--- src/rtl/add16_result_stage.sv ---
`default_nettype none
// ============================================================================
//  Module      : add16_result_stage
//  Description : Registered result stage behind the 16-bit ripple adder.
//                Captures the adder sum and carry, and computes the Z/N/C/V
//                flags as each beat is captured. Results go to the ALU
//                writeback over a valid/ready interface. A two-entry skid
//                buffer gives one beat per clock while keeping in_ready a
//                registered output.
//  Options     : ALU_SAT_EN - when defined, a result that overflows is
//                saturated to the largest positive or most negative value.
//                When undefined, the result is the sum unchanged (wraps).
//  Revision    : 1.0 - initial release
// ============================================================================
module add16_result_stage #(
    parameter int WIDTH = 16,
    parameter int CNT_W = 8
) (
    input  logic             clk,
    input  logic             rst_n,
    input  logic             in_valid,
    output logic             in_ready,
    input  logic [WIDTH-1:0] sum,
    input  logic             c_out,
    input  logic             a_msb,
    input  logic             b_msb,
    output logic             out_valid,
    input  logic             out_ready,
    output logic [WIDTH-1:0] result,
    output logic             flag_z,
    output logic             flag_n,
    output logic             flag_c,
    output logic             flag_v,
    output logic [CNT_W-1:0] res_cnt
);

    // Buffer occupancy: EMPTY, ONE (output register full), or TWO (output
    // register and skid register both full).
    localparam logic [1:0] S_EMPTY = 2'd0;
    localparam logic [1:0] S_ONE   = 2'd1;
    localparam logic [1:0] S_TWO   = 2'd2;

    // A captured beat is stored as {v, c, n, z, result}.
    localparam int PW = WIDTH + 4;

    localparam logic [CNT_W-1:0] CNT_ONE = {{(CNT_W-1){1'b0}}, 1'b1};

`ifdef ALU_SAT_EN
    localparam logic [WIDTH-1:0] SAT_POS = {1'b0, {(WIDTH-1){1'b1}}};
    localparam logic [WIDTH-1:0] SAT_NEG = {1'b1, {(WIDTH-1){1'b0}}};
`endif

    logic [1:0]       state_q;
    logic [1:0]       state_d;
    logic             in_ready_q;
    logic [PW-1:0]    out_q;
    logic [PW-1:0]    skid_q;
    logic [CNT_W-1:0] res_cnt_q;

    logic             accept_w;
    logic             deliver_w;
    logic             ld_out_in_w;
    logic             ld_out_skid_w;
    logic             ld_skid_w;

    logic             cap_v_w;
    logic [WIDTH-1:0] cap_res_w;
    logic [PW-1:0]    cap_w;

    // Handshake qualifiers; in_ready is the registered copy, so accepts are
    // never possible while both entries are occupied.
    assign accept_w  = in_valid && in_ready_q;
    assign deliver_w = out_valid && out_ready;

    // Build the beat to be captured: overflow flag, optional saturation,
    // then Z/N from the final result so they agree with what is delivered.
    always_comb begin
        cap_v_w   = (a_msb == b_msb) && (sum[WIDTH-1] != a_msb);
        cap_res_w = sum;
`ifdef ALU_SAT_EN
        if (cap_v_w) begin
            cap_res_w = a_msb ? SAT_NEG : SAT_POS;
        end
`endif
        cap_w = {cap_v_w, c_out, cap_res_w[WIDTH-1], (cap_res_w == '0), cap_res_w};
    end

    // State register, with the registered in_ready following the next state.
    always_ff @(posedge clk or negedge rst_n) begin
        if (!rst_n) begin
            state_q    <= S_EMPTY;
            in_ready_q <= 1'b1;
        end else begin
            state_q    <= state_d;
            in_ready_q <= (state_d != S_TWO);
        end
    end

    // Next-state logic for buffer occupancy.
    always_comb begin
        state_d = state_q;
        case (state_q)
            S_EMPTY: begin
                if (accept_w) begin
                    state_d = S_ONE;
                end
            end
            S_ONE: begin
                if (accept_w && !deliver_w) begin
                    state_d = S_TWO;
                end else if (!accept_w && deliver_w) begin
                    state_d = S_EMPTY;
                end
            end
            S_TWO: begin
                if (deliver_w) begin
                    state_d = S_ONE;
                end
            end
            default: begin
                state_d = S_EMPTY;
            end
        endcase
    end

    // Output decode: valid flag and datapath load enables for each state.
    always_comb begin
        out_valid     = (state_q != S_EMPTY);
        ld_out_in_w   = 1'b0;
        ld_out_skid_w = 1'b0;
        ld_skid_w     = 1'b0;
        case (state_q)
            S_EMPTY: begin
                ld_out_in_w = accept_w;
            end
            S_ONE: begin
                // A new beat either replaces the delivered one or parks in skid.
                ld_out_in_w = accept_w && deliver_w;
                ld_skid_w   = accept_w && !deliver_w;
            end
            S_TWO: begin
                ld_out_skid_w = deliver_w;
            end
            default: begin
                ld_out_in_w = 1'b0;
            end
        endcase
    end

    // Output and skid registers; contents hold while stalled.
    always_ff @(posedge clk or negedge rst_n) begin
        if (!rst_n) begin
            out_q  <= '0;
            skid_q <= '0;
        end else begin
            if (ld_out_in_w) begin
                out_q <= cap_w;
            end else if (ld_out_skid_w) begin
                out_q <= skid_q;
            end
            if (ld_skid_w) begin
                skid_q <= cap_w;
            end
        end
    end

    // Delivered-result counter, wrapping naturally at its width.
    always_ff @(posedge clk or negedge rst_n) begin
        if (!rst_n) begin
            res_cnt_q <= '0;
        end else if (deliver_w) begin
            res_cnt_q <= res_cnt_q + CNT_ONE;
        end
    end

    assign in_ready = in_ready_q;
    assign result   = out_q[WIDTH-1:0];
    assign flag_z   = out_q[WIDTH];
    assign flag_n   = out_q[WIDTH+1];
    assign flag_c   = out_q[WIDTH+2];
    assign flag_v   = out_q[WIDTH+3];
    assign res_cnt  = res_cnt_q;

endmodule
`default_nettype wire
--- config.mk ---
export PLATFORM = sky130hd
export DESIGN_NAME = add16_result_stage
export DESIGN_NICKNAME = d
export VERILOG_FILES = /design/src/rtl/add16_result_stage.sv
export SDC_FILE = /design/constraint.sdc
export NUM_CORES = 1
export LEC_CHECK = 0
export CAP_MARGIN = 15
export CORE_MARGIN = 2
export CORE_UTILIZATION = 40
export CTS_BUF_LIST = sky130_fd_sc_hd__clkbuf_16
export DETAILED_ROUTE_END_ITERATION = 7
export PLACE_DENSITY = 0.73
export SLEW_MARGIN = 40
export SYNTH_ARGS = -nofsm -noshare
export SYNTH_HDL_FRONTEND = slang
export SYNTH_SLANG_ARGS = --single-unit
export TNS_END_PERCENT = 5
--- constraint.sdc ---
create_clock -name clk -period 2.18 [get_ports clk]
set_clock_uncertainty 0.1 [all_clocks]
set_input_delay 0.436 -clock clk [delete_from_list [all_inputs] [get_ports clk]]
set_output_delay 0.436 -clock clk [all_outputs]
set_load 0.005 [all_outputs]
* Word level (Yosys, flattened, before mapping)
Index checks and enable logic that the tools add are counted.
Word-level totals: register bits 51, bits in latches 0, bits in writable memories 0, bits in read-only memories 0, bits of input ports 23, output and inout bits 30, logic and storage cells 33, memories kept 0
Cells by class: add/sub/neg operators 1, multiply operators 0, div/mod/pow operators 0, order comparisons 0, equal/unequal tests 5, shifts and indexed selects 0, multiplexer cells 10, bitwise operators 0, reduce and logical (&&, ||, !) cells 12
Operators with widths (count):
- $mux W20 | 2
- $logic_not A16 Y1 | 1
- $add A8 B1 Y8 const B | 1
- $mux W2 | 4
- $logic_and A1 B1 Y1 | 6
- $pmux W2 S3 | 1
- $reduce_bool A2 Y1 | 2
- $eq A2 B1 Y1 const B | 1
- $eq A2 B2 Y1 const B | 1
- $logic_not A1 Y1 | 2
- $logic_not A2 Y1 | 1
- $mux W1 | 2
- $ne A2 B2 Y1 const B | 1
- $pmux W1 S2 | 1
- $eq A1 B1 Y1 | 1
- $ne A1 B1 Y1 | 1

* Longest topological paths before layout
depth in word-level cells 7, depth in mapped cells 5, mapped depth without buffers 4

* Worst setup path after synthesis
No wires, ideal clock.
path kind register to register, from register in_ready_q (netlist: in_ready), to register skid_q[0], library setup time 0.127 ns, arrival 1.429 ns, data required time 1.953 ns, setup slack 0.524 ns, cell stages (with the launch flop) 5, buffers on the path 1, period minus slack after synthesis 1.656 ns, path through dfstp_2 > nand3b_1 > nor2_4 > buf_6 > mux2_1
On the way: longest elaborated chain between the ends 3
Ends and longest elaborated chain:
- from (decl) | line 55 | logic in_ready_q;
- from (signal assigned) | line 95 | in_ready_q <= (state_d != S_TWO);
- $logic_and A1 B1 Y1 | line 72 | assign accept_w = in_valid && in_ready_q;
- $logic_and A1 B1 Y1 | line 139 | ld_skid_w = accept_w && !deliver_w;
- $mux W1 | line 132 | case (state_q)
- to (signal assigned) | line 162 | skid_q <= cap_w;
- to (decl) | line 57 | logic [PW-1:0] skid_q;
Every way passes these cells. A chain may end at the register's enable or synchronous reset.

* Final worst setup path
from register state_q[1], to output out_valid
On the way: longest elaborated chain between the ends 1
Ends and longest elaborated chain:
- from (decl) | line 53 | logic [1:0] state_q;
- from (signal assigned) | line 94 | state_q <= state_d;
- $reduce_bool A2 Y1 | line 128 | out_valid = (state_q != S_EMPTY);
- to (decl) | line 27 | output logic out_valid,
Every way passes these cells.

==> run metrics <==
outcome finished clean; Die H roughly 77 µm; PD cells 1320 nW/µm²; Critical Path Max Stage Delay 0.45 ns; slowest cell on the critical path dfrtp_1; GRT overflow 0; Vias between 1500 and 2000; Final ANT Viol Nets 0; Routed wire per std cell 15.72 µm; post-DP HPWL 3.218 mm; VDD IR-drop max 0.0009868 V; Post-CTS Repair Setup Buffers 0; crit path launch state_q[1]$_DFF_PN0_; Sink Count 49; synth warn 0; Placer Congestion between 0.7 and 0.8; Max Cap Viol 0; initial antenna violation count 0; mapped cell area 2143 µm²; Final #Nets 246; Worst-Skew Late Latency 0.28 ns; Worst-path clk slew ~0.060 ns; DRT Wirelength 4.605 mm; Startpoint Class flop; Setup CP Type reg -> out; Worst EP arrival 1.50 ns; proportion of layout cells with a drive suffix above 1 0.1256; Total Routing Usage GR 0.1633; post-CTS sizing 0; largest net degree at the start of global routing 31; CP cell instances or2_2 > clkdlybuf4s50_1; first-pass GRT wire length 7.638 mm; worst slew pin tran 0.5356 ns; Syn Inst Count between 150 and 200; vias in the first global route approximately 1600; critical path capture point type output port; Static Leak 1.304 nW; EDFF count, synth 0; Setup WS post-layout 0.1448 ns; die area between 5000 and 6000 µm²; number of synthesized register bits 49; Reg-to-Reg Start state_q[1]$_DFF_PN0_; hold buffer count at CTS 0; RSZ-0062 raised after global routing false; Die W 77.20 µm; num ports 53; setup TNS 0 ns; headroom to the max-slew limit 0.6422; Layout Area Growth over Synthesis 38.24%; syn avg cell area around 13 µm²; Ant. Diodes 0; TritonRoute pass-1 iters 4; starting density of the core 0.4170; worst min-delay path category in -> async; post-synth net total 188; CTS Buf Count 5; Max Slew Vio Count 0; initial drt markers around 130; Final Hold Fails 0; Via density approximately 5.3; commonest cells after routing, fill and taps aside clkdlybuf4s50_1 (51), dfrtp_1 (48), a221o_1 (18); required time of the critical path 1.64 ns; post-synthesis cell type count 33; Top FF cell, synth dfrtp_1; FFs w/ async S/R, synth 1.000; Post-route DRC 0; CTS tree built; endpoints failing setup 0; f_max 491.4 MHz; Row Count 26; commonest non-fill, non-tap cell in the layout clkdlybuf4s50_1; root buf cell clkbuf_16; WHS roughly 0.0039 ns; pre-CTS setup slack 0.07182 ns; Core Area 5140 µm²; fin crit period ~2.0 ns; port bufs 52; Tcrit/Tclk final 0.9336; post-synthesis sequential area ratio 0.5727; H-tree depth 2; critical path fanouts, max 9; CTS max path bufs 2
[path summary, 6_finish.rpt]
path	end	slack [ns]	cells past startpoint
min reg2reg	res_cnt[7]$_DFFE_PN0P_	0.36	1
max reg2reg	out_q[3]$_DFFE_PN0P_	0.54	3
max	out_valid	0.14	2
min in group clk	res_cnt[7]$_DFFE_PN0P_	0.36	1
min	res_cnt[0]$_DFFE_PN0P_	0.004	1
max in group asynchronous	skid_q[19]$_DFFE_PN0P_	1.47	2
[cell type report]
type                            count  area (µm²)
Fill cell                         423        2177
Sequential cell                    49        1227
Multi-Input combinational cell    104       833.3
Timing Repair Buffer               60       613.1
Clock buffer                        5       125.1
Tap cell                           70       87.58
Clock inverter                      3       68.82
Inverter                            2       7.507
[layer usage]
metal	track usage	wire (µm)	vias to the layer above
met5	0	0	-
met4	0.06786	58	0
met3	0.04000	231	6
met2	0.2670	2309	48
met1	0.2071	2006	773
li1	-	-	736
[power by group]
group,internal [mW],leakage [nW],switching (mW)
registers,1.31,0.600,0.279
clock network,0.661,0.0944,0.334
logic,0.850,0.610,0.476
[per-stage QoR]
stage	area [µm²]	cells	power (mW)	util
5_1_grt	2963	293	4.136	0.5764
2_1_floorplan	2143	164	2.234	-
3_5_place_dp	2769	285	2.936	0.5387
4_1_cts	2963	293	3.950	0.5764
6_report	2963	293	3.911	0.5764
3_3_place_gp	2769	285	2.899	0.5387
[Yosys cell counts (2+ instances only)]
cell type	instances	area, µm²
dfrtp_1	48	1201
a221o_1	18	180.2
and3_1	17	106.4
mux2_1	11	123.9
nand2_1	8	30.03
mux2_2	7	78.83
nor4_1	5	31.28
buf_6	4	45.04
xnor2_1	4	35.03
buf_4	3	22.52
mux2i_1	3	30.03
nand2b_1	3	18.77
o22ai_1	3	18.77
xor2_1	3	26.28
and3b_1	2	17.52
clkbuf_1	2	7.510
inv_1	2	7.510
nand3_1	2	10.01
nand4_1	2	12.51
nor2_1	2	7.510
nor3_1	2	10.01
o21ai_1	2	10.01
[critical path: cells and delay by family, from the launching register on]
family	cells	cell delay (ns)
buf+inv	1	0.45
simple gates	1	0.32
flops	1	0.45
[cell families (layout without fill, tap and decap cells)]
logic type / Yosys count / count (layout) / synth area share
AOI/OAI and AO/OA: 27 / 27 / 0.1144
and+or+nand+nor: 48 / 48 / 0.1314
adders and majority gates: 1 / 1 / 0.005837
muxes: 21 / 21 / 0.1086
DFF: 49 / 49 / 0.5727
xor gates and xnor gates: 7 / 7 / 0.02861
buffers and inverters: 11 / 70 / 0.03853
[sequential cells by signal, indices dropped and copies added, names as in the netlist]
signal    flops
in_ready      1
out_q        19
res_cnt       8
skid_q       19
state_q       2
Note: power is estimated with default switching activity, not from simulation.
